$ cat src/rtl/harmonic_phase_bank.sv
// harmonic_phase_bank: per-harmonic phase accumulators sequenced once per frame,
// with detuned step generation, sine LUT addressing and a ready/next sample handshake.
module harmonic_phase_bank #(
  parameter int unsigned NUM_HARMONICS = 64,
  parameter int unsigned PHASE_W       = 16,
  parameter int unsigned LUT_ADDR_W    = 11,
  parameter int unsigned SAMPLE_W      = 16,
  parameter int unsigned FREQ_LIMIT    = 20000,
  parameter int unsigned DETUNE_MODE   = 0,
  localparam int unsigned HARM_W       = $clog2(NUM_HARMONICS)
) (
  input  logic                  i_Clock,
  input  logic                  i_Reset_n,
  input  logic                  i_Frame_Start,
  input  logic [PHASE_W-1:0]    i_Frequency,
  input  logic [PHASE_W-1:0]    i_Freq_Offset,
  input  logic                  i_Phase_Sync,
  output logic [LUT_ADDR_W-1:0] o_LUT_Addr,
  input  logic [SAMPLE_W-1:0]   i_LUT_Data,
  output logic [SAMPLE_W-1:0]   o_Sample_Value,
  output logic [HARM_W-1:0]     o_Harmonic,
  output logic                  o_Sample_Ready,
  input  logic                  i_Next_Sample,
  output logic                  o_Frame_Done,
  output logic                  o_Freq_Too_High
);

  localparam int unsigned ACC_W  = PHASE_W + HARM_W;
  localparam int unsigned FULL_W = ACC_W + 1;
  localparam logic [HARM_W-1:0]        LAST_H = HARM_W'(NUM_HARMONICS - 1);
  localparam logic signed [FULL_W-1:0] LIMIT  = FULL_W'(FREQ_LIMIT);

  typedef enum logic [2:0] {
    S_CLEAR, S_IDLE, S_FREQ, S_PHASE, S_LUTWAIT, S_READY
  } state_t;

  state_t                  state_q, state_d;
  logic [HARM_W-1:0]       h_q, h_d;
  logic [PHASE_W-1:0]      f_q, f_d;
  logic [PHASE_W-1:0]      off_q, off_d;
  logic [ACC_W-1:0]        harm_acc_q, harm_acc_d;   // (h+1)*f
  logic [ACC_W-1:0]        off_acc_q, off_acc_d;     // h*offset
  logic [PHASE_W-1:0]      step_q, step_d;
  logic [PHASE_W-1:0]      phase_rd_q, phase_rd_d;
  logic                    sync_pend_q, sync_pend_d;
  logic [LUT_ADDR_W-1:0]   lut_addr_q, lut_addr_d;
  logic [SAMPLE_W-1:0]     sample_q, sample_d;
  logic [HARM_W-1:0]       harm_q, harm_d;
  logic                    ready_q, ready_d;
  logic                    done_q, done_d;
  logic                    too_high_q, too_high_d;

  logic [PHASE_W-1:0]      phase_mem [NUM_HARMONICS];
  logic                    mem_we_c;
  logic [PHASE_W-1:0]      mem_wdata_c;

  logic signed [FULL_W-1:0] harm_ext_c, off_ext_c, f_raw_c, f_clamp_c;
  logic                     too_high_c;
  logic [PHASE_W-1:0]       phase_sum_c;

  // Detuned step for the current harmonic, clamped at zero and checked against the limit
  always_comb begin
    harm_ext_c = $signed({1'b0, harm_acc_q});
    off_ext_c  = $signed({1'b0, off_acc_q});
    if ((DETUNE_MODE == 1) || h_q[0]) begin
      f_raw_c = harm_ext_c + off_ext_c;
    end else begin
      f_raw_c = harm_ext_c - off_ext_c;
    end
    f_clamp_c   = f_raw_c[FULL_W-1] ? '0 : f_raw_c;
    too_high_c  = (f_clamp_c > LIMIT);
    phase_sum_c = phase_rd_q + step_q;
  end

  // Phase storage: single write port, not reset (cleared by S_CLEAR instead)
  always_ff @(posedge i_Clock) begin
    if (mem_we_c) begin
      phase_mem[h_q] <= mem_wdata_c;
    end
  end

  // Next-state and output logic
  always_comb begin
    state_d     = state_q;
    h_d         = h_q;
    f_d         = f_q;
    off_d       = off_q;
    harm_acc_d  = harm_acc_q;
    off_acc_d   = off_acc_q;
    step_d      = step_q;
    phase_rd_d  = phase_rd_q;
    sync_pend_d = sync_pend_q | i_Phase_Sync;
    lut_addr_d  = lut_addr_q;
    sample_d    = sample_q;
    harm_d      = harm_q;
    ready_d     = ready_q;
    done_d      = 1'b0;
    too_high_d  = too_high_q;
    mem_we_c    = 1'b0;
    mem_wdata_c = '0;

    case (state_q)
      S_CLEAR: begin
        mem_we_c = 1'b1;
        if (h_q == LAST_H) begin
          h_d     = '0;
          state_d = S_IDLE;
        end else begin
          h_d = h_q + HARM_W'(1);
        end
      end
      S_IDLE: begin
        // A sync request beats a coincident frame start
        if (sync_pend_d) begin
          sync_pend_d = 1'b0;
          h_d         = '0;
          state_d     = S_CLEAR;
        end else if (i_Frame_Start) begin
          f_d        = i_Frequency;
          off_d      = i_Freq_Offset;
          h_d        = '0;
          harm_acc_d = ACC_W'(i_Frequency);
          off_acc_d  = '0;
          too_high_d = 1'b0;
          state_d    = S_FREQ;
        end
      end
      S_FREQ: begin
        step_d     = f_clamp_c[PHASE_W-1:0];
        phase_rd_d = phase_mem[h_q];
        if (too_high_c) begin
          too_high_d = 1'b1;
          done_d     = 1'b1;
          state_d    = S_IDLE;
        end else begin
          state_d = S_PHASE;
        end
      end
      S_PHASE: begin
        mem_we_c    = 1'b1;
        mem_wdata_c = phase_sum_c;
        lut_addr_d  = phase_sum_c[PHASE_W-1 -: LUT_ADDR_W];
        state_d     = S_LUTWAIT;
      end
      S_LUTWAIT: begin
        sample_d = i_LUT_Data;
        harm_d   = h_q;
        ready_d  = 1'b1;
        state_d  = S_READY;
      end
      S_READY: begin
        if (i_Next_Sample) begin
          ready_d = 1'b0;
          if (h_q == LAST_H) begin
            done_d  = 1'b1;
            state_d = S_IDLE;
          end else begin
            h_d        = h_q + HARM_W'(1);
            harm_acc_d = harm_acc_q + ACC_W'(f_q);
            off_acc_d  = off_acc_q + ACC_W'(off_q);
            state_d    = S_FREQ;
          end
        end
      end
      default: state_d = S_IDLE;
    endcase
  end

  // State and output registers
  always_ff @(posedge i_Clock or negedge i_Reset_n) begin
    if (!i_Reset_n) begin
      state_q     <= S_CLEAR;
      h_q         <= '0;
      f_q         <= '0;
      off_q       <= '0;
      harm_acc_q  <= '0;
      off_acc_q   <= '0;
      step_q      <= '0;
      phase_rd_q  <= '0;
      sync_pend_q <= 1'b0;
      lut_addr_q  <= '0;
      sample_q    <= '0;
      harm_q      <= '0;
      ready_q     <= 1'b0;
      done_q      <= 1'b0;
      too_high_q  <= 1'b0;
    end else begin
      state_q     <= state_d;
      h_q         <= h_d;
      f_q         <= f_d;
      off_q       <= off_d;
      harm_acc_q  <= harm_acc_d;
      off_acc_q   <= off_acc_d;
      step_q      <= step_d;
      phase_rd_q  <= phase_rd_d;
      sync_pend_q <= sync_pend_d;
      lut_addr_q  <= lut_addr_d;
      sample_q    <= sample_d;
      harm_q      <= harm_d;
      ready_q     <= ready_d;
      done_q      <= done_d;
      too_high_q  <= too_high_d;
    end
  end

  assign o_LUT_Addr      = lut_addr_q;
  assign o_Sample_Value  = sample_q;
  assign o_Harmonic      = harm_q;
  assign o_Sample_Ready  = ready_q;
  assign o_Frame_Done    = done_q;
  assign o_Freq_Too_High = too_high_q;

endmodule

$ cat config.mk
export PLATFORM = sky130hd
export DESIGN_NAME = harmonic_phase_bank
export DESIGN_NICKNAME = d
export VERILOG_FILES = /design/src/rtl/harmonic_phase_bank.sv
export SDC_FILE = /design/constraint.sdc
export NUM_CORES = 1
export LEC_CHECK = 0
export CELL_PAD_IN_SITES_DETAIL_PLACEMENT = 1
export CELL_PAD_IN_SITES_GLOBAL_PLACEMENT = 1
export CORE_ASPECT_RATIO = 0.9
export CORE_MARGIN = 3
export CORE_UTILIZATION = 55
export CTS_BUF_LIST = sky130_fd_sc_hd__clkbuf_4
export DETAILED_ROUTE_END_ITERATION = 8
export HOLD_SLACK_MARGIN = 0.08
export PLACE_DENSITY = 0.94
export SYNTH_ARGS = -nofsm -noshare
export SYNTH_HDL_FRONTEND = slang
export SYNTH_SLANG_ARGS = --single-unit
$ cat constraint.sdc
create_clock -name i_Clock -period 7.2 [get_ports i_Clock]
set_input_delay 1.44 -clock i_Clock [delete_from_list [all_inputs] [get_ports i_Clock]]
set_output_delay 1.44 -clock i_Clock [all_outputs]
set_load 0.1 [all_outputs]
==> flow_summary.ini <==
[sta]
setup_viol = 0
slew_viol_final = 2
fmax_ghz = 0.176
worst_pin_slew_ns = 1.59
timing.slew.headroom_pct = -6.79
rsz0062_at_grt = false
fin_crit_sh_pct = 78.8
whs_ns = 0.329
clock_skew_ns = 0.120
tns_ns = 0
min_period_ns = 5.67
hold_violations = 0

[logic_synthesis]
synth.top_cells.by_area = edfxtp_1 (65%), dfrtp_1 (8.2%), a22oi_1 (5.4%)
synth_ff_type = edfxtp_1
synth-edff-count = 1024
netlist_area_mm2 = 0.0471
yosys_warnings = 0
synthMostInstantiatedCell = edfxtp_1
syn_inst = 3102
ys_seq_elements = 1178
synthTopCellsByCount = edfxtp_1 (1,024), a22oi_1 (341), nand2_1 (211)
synth.avg_cell_area_um2 = 15.2
syn_nets = 3235
yosysTopAreaCell = edfxtp_1
synth_cell_types = 90
seq_area_frac_synth_pct = 73.5
async_reset_ff_share_pct = 13.1
synth_top_area_share_pct = 65.3

[route]
drt-total-wl_mm = 169
firstDrtPassIters = 6
drcViolationCount = 0
dr_wl_met3_mm = 20.4
vias = 34611
drt_iter0_markers = 5477
wl_met2_mm = 80.6
routed_via_density = 7.26
wl_per_cell_um = 35.5
top_layer = met5
wl_met1_mm = 56.8
ant_nets = 0

[floorplanning]
die_y_um = 284
core-area_mm2 = 0.0847
pin_count = 89
dieWidth_um = 314
rows = 101
die-area_mm2 = 0.0892
start_util_pct = 55.6

[clocking]
cts_buffer_depth = 4
cts.repair.resized = 0
hold_buffers = 0
cts-buffers-inserted = 307
clk_pin_slew_worst_paths_ns = 0.06
cts-root-buf = clkbuf_4
htree_levels = 5
cts_setup_buffers = 0
clk_latency_ns = 1.23
cts_tree = yes
cts_sinks = 1178

[critical_path]
path_class = flip-flop to flip-flop
startpoint_type = flip-flop
crit_chain = nor4_4 -> nand2_1 -> nor2_1 -> nand2_1 -> nor4_1 -> a21oi_1 -> xnor2_1 -> ha_1 -> a21o_1 -> a211oi_1 -> nand2_1 -> o21ai_0 -> o21bai_1 -> xnor2_1 -> o31ai_1
arrival_ns = 6.65
rrSetupSlack_ns = 1.53
critPathTopFamily = compound AO/OA/AOI/OAI gates
cp-end-kind = flip-flop
r2r_end = step_q[10]
cp_common_cell = nand2_1
cpPeakStageDelay_ns = 0.69
critPathLaunch = off_acc_q[3]
required_ns = 8.18
rr_startpoint = off_acc_q[3]
worst-path-max-fanout = 13
slowest_stage = o31ai_1
reg2reg_depth = 15
worstSetupEndpoint = step_q[10]
cp.depth = 15
path_buf_inv = 0

[global_routing]
grt_pass1_wl_mm = 246
grt_pass1_vias = 36226
grt_max_degree = 130
antenna_found_initial = 8
grt.overflow.total = 0
grt_util_all_layers_pct = 37.5

[placed_design]
routabilityCongestion = 0.863
port_buffers = 88
hpwl_mm = 89.7

[power]
seqPwrFrac_pct = 38.2
p_per_area_mw_per_mm2 = 423
netSwitchingFraction_pct = 41.0
clock_power_share_pct = 26.0
ir_drop_uv = 250
internal_power_mw = 13.3
comb_power_share_pct = 35.8
p_leak_nw = 17.8
p_sw_mw = 9.25

[layout]
layout-drive-gt1-share_pct = 17.7
fin_util_pct = 63.1
area_delta_synth_final_pct = 13.4
nets = 3564

[worst_hold_path]
hp-class = primary input to asynchronous set/reset pin

[flow_run]
cap_viol_max_count = 2

[run_status]
violations = capacitance limit, slew limit
outcome = finished, violations left
## how the worst min path moves through the flow
stage,to,slack [ns]
2_1_floorplan,f_q[0],0.45
6_report,f_q[8],0.33
3_5_place_dp,o_LUT_Addr[6],0.47
5_1_grt,f_q[8],0.36
4_1_cts,off_acc_q[10],0.32
3_3_place_gp,o_LUT_Addr[6],0.46
## power by group through the flow
| stage | registers, mW | logic (mW) | clock network (mW) |
|---|---|---|---|
| detailed placement | 8.69 | 7.43 | 0 |
| CTS | 8.58 | 7.78 | 5.86 |
| global placement | 8.59 | 6.92 | 0 |
| finish | 8.62 | 8.09 | 5.87 |
| global route | 8.64 | 8.31 | 6.21 |
| floorplan | 8.97 | 4.24 | 0 |
## registers in the layout, summed over array words and instances, names as in the netlist, 3 cells and up
| signal | flops |
|---|---|
| state_q | 3 |
| o_LUT_Addr | 11 |
| off_acc_q | 22 |
| step_q | 16 |
| off_q | 16 |
| h_q | 6 |
| o_Sample_Value | 16 |
| harm_acc_q | 22 |
| phase_mem | 1024 |
| f_q | 16 |
| phase_rd_q | 16 |
| o_Harmonic | 6 |
## metrics by stage
stage	power, mW	setup WS, ns	instances	instance area [um2]
2_1_floorplan	13.2	2.14	3102	47100
3_3_place_gp	15.5	2.79	4255	49800
3_5_place_dp	16.1	2.23	4255	49800
4_1_cts	22.2	1.92	4763	53400
5_1_grt	23.2	1.45	4766	53400
6_report	22.6	1.53	4768	53400
## logic make-up after synthesis
| logic type | count (synthesis) | synth area share [%] |
|---|---|---|
| compound gates | 922 | 14.3 |
| flops | 1178 | 73.5 |
| buf+inv | 206 | 1.68 |
| fa+ha+maj | 80 | 2.19 |
| mux | 30 | 0.704 |
| simple gates | 614 | 6.33 |
| xor+xnor | 72 | 1.34 |
## cell type report
class,instances,area (um2)
clock inverter,79,414
fill,7906,31300
multi-input combinational,1718,11900
timing repair buffer,197,1780
clock buffer,429,3220
sequential,1178,34600
antenna,5,12.5
inverter,29,109
tap,1133,1420
## worst reg2reg max path: cells and delay by family, from the launching register on
family	cells	cell delay (ns)
compound gates	6	1.96
xor+xnor	2	0.74
fa+ha+maj	1	0.34
flops	1	0.50
simple gates	6	1.92
## layout by cell type (no fill, tap or decap), drive strengths merged, types with 30 or more instances in the layout
master | synthesis | layout
a22oi | 342 | 342
nor2 | 165 | 165
ha | 76 | 76
xnor2 | 30 | 30
a21oi | 67 | 67
a221oi | 92 | 92
clkdlybuf4s50 | 0 | 87
dfrtp | 154 | 154
nand4 | 67 | 67
xor2 | 42 | 42
clkinv | 0 | 70
clkbuf | 127 | 429
a22o | 93 | 93
edfxtp | 1024 | 1024
nand2 | 211 | 211
a31oi | 78 | 78
inv | 29 | 34
o21ai | 114 | 114
buf | 50 | 110
## metal layers
layer | vias up | global-route usage, %
met5 | - | 0
met4 | 6 | 22.3
met3 | 879 | 9.00
met2 | 3275 | 60.2
met1 | 17169 | 46.5
li1 | 13282 | -
No activity file was read; power rests on OpenSTA's default activity.
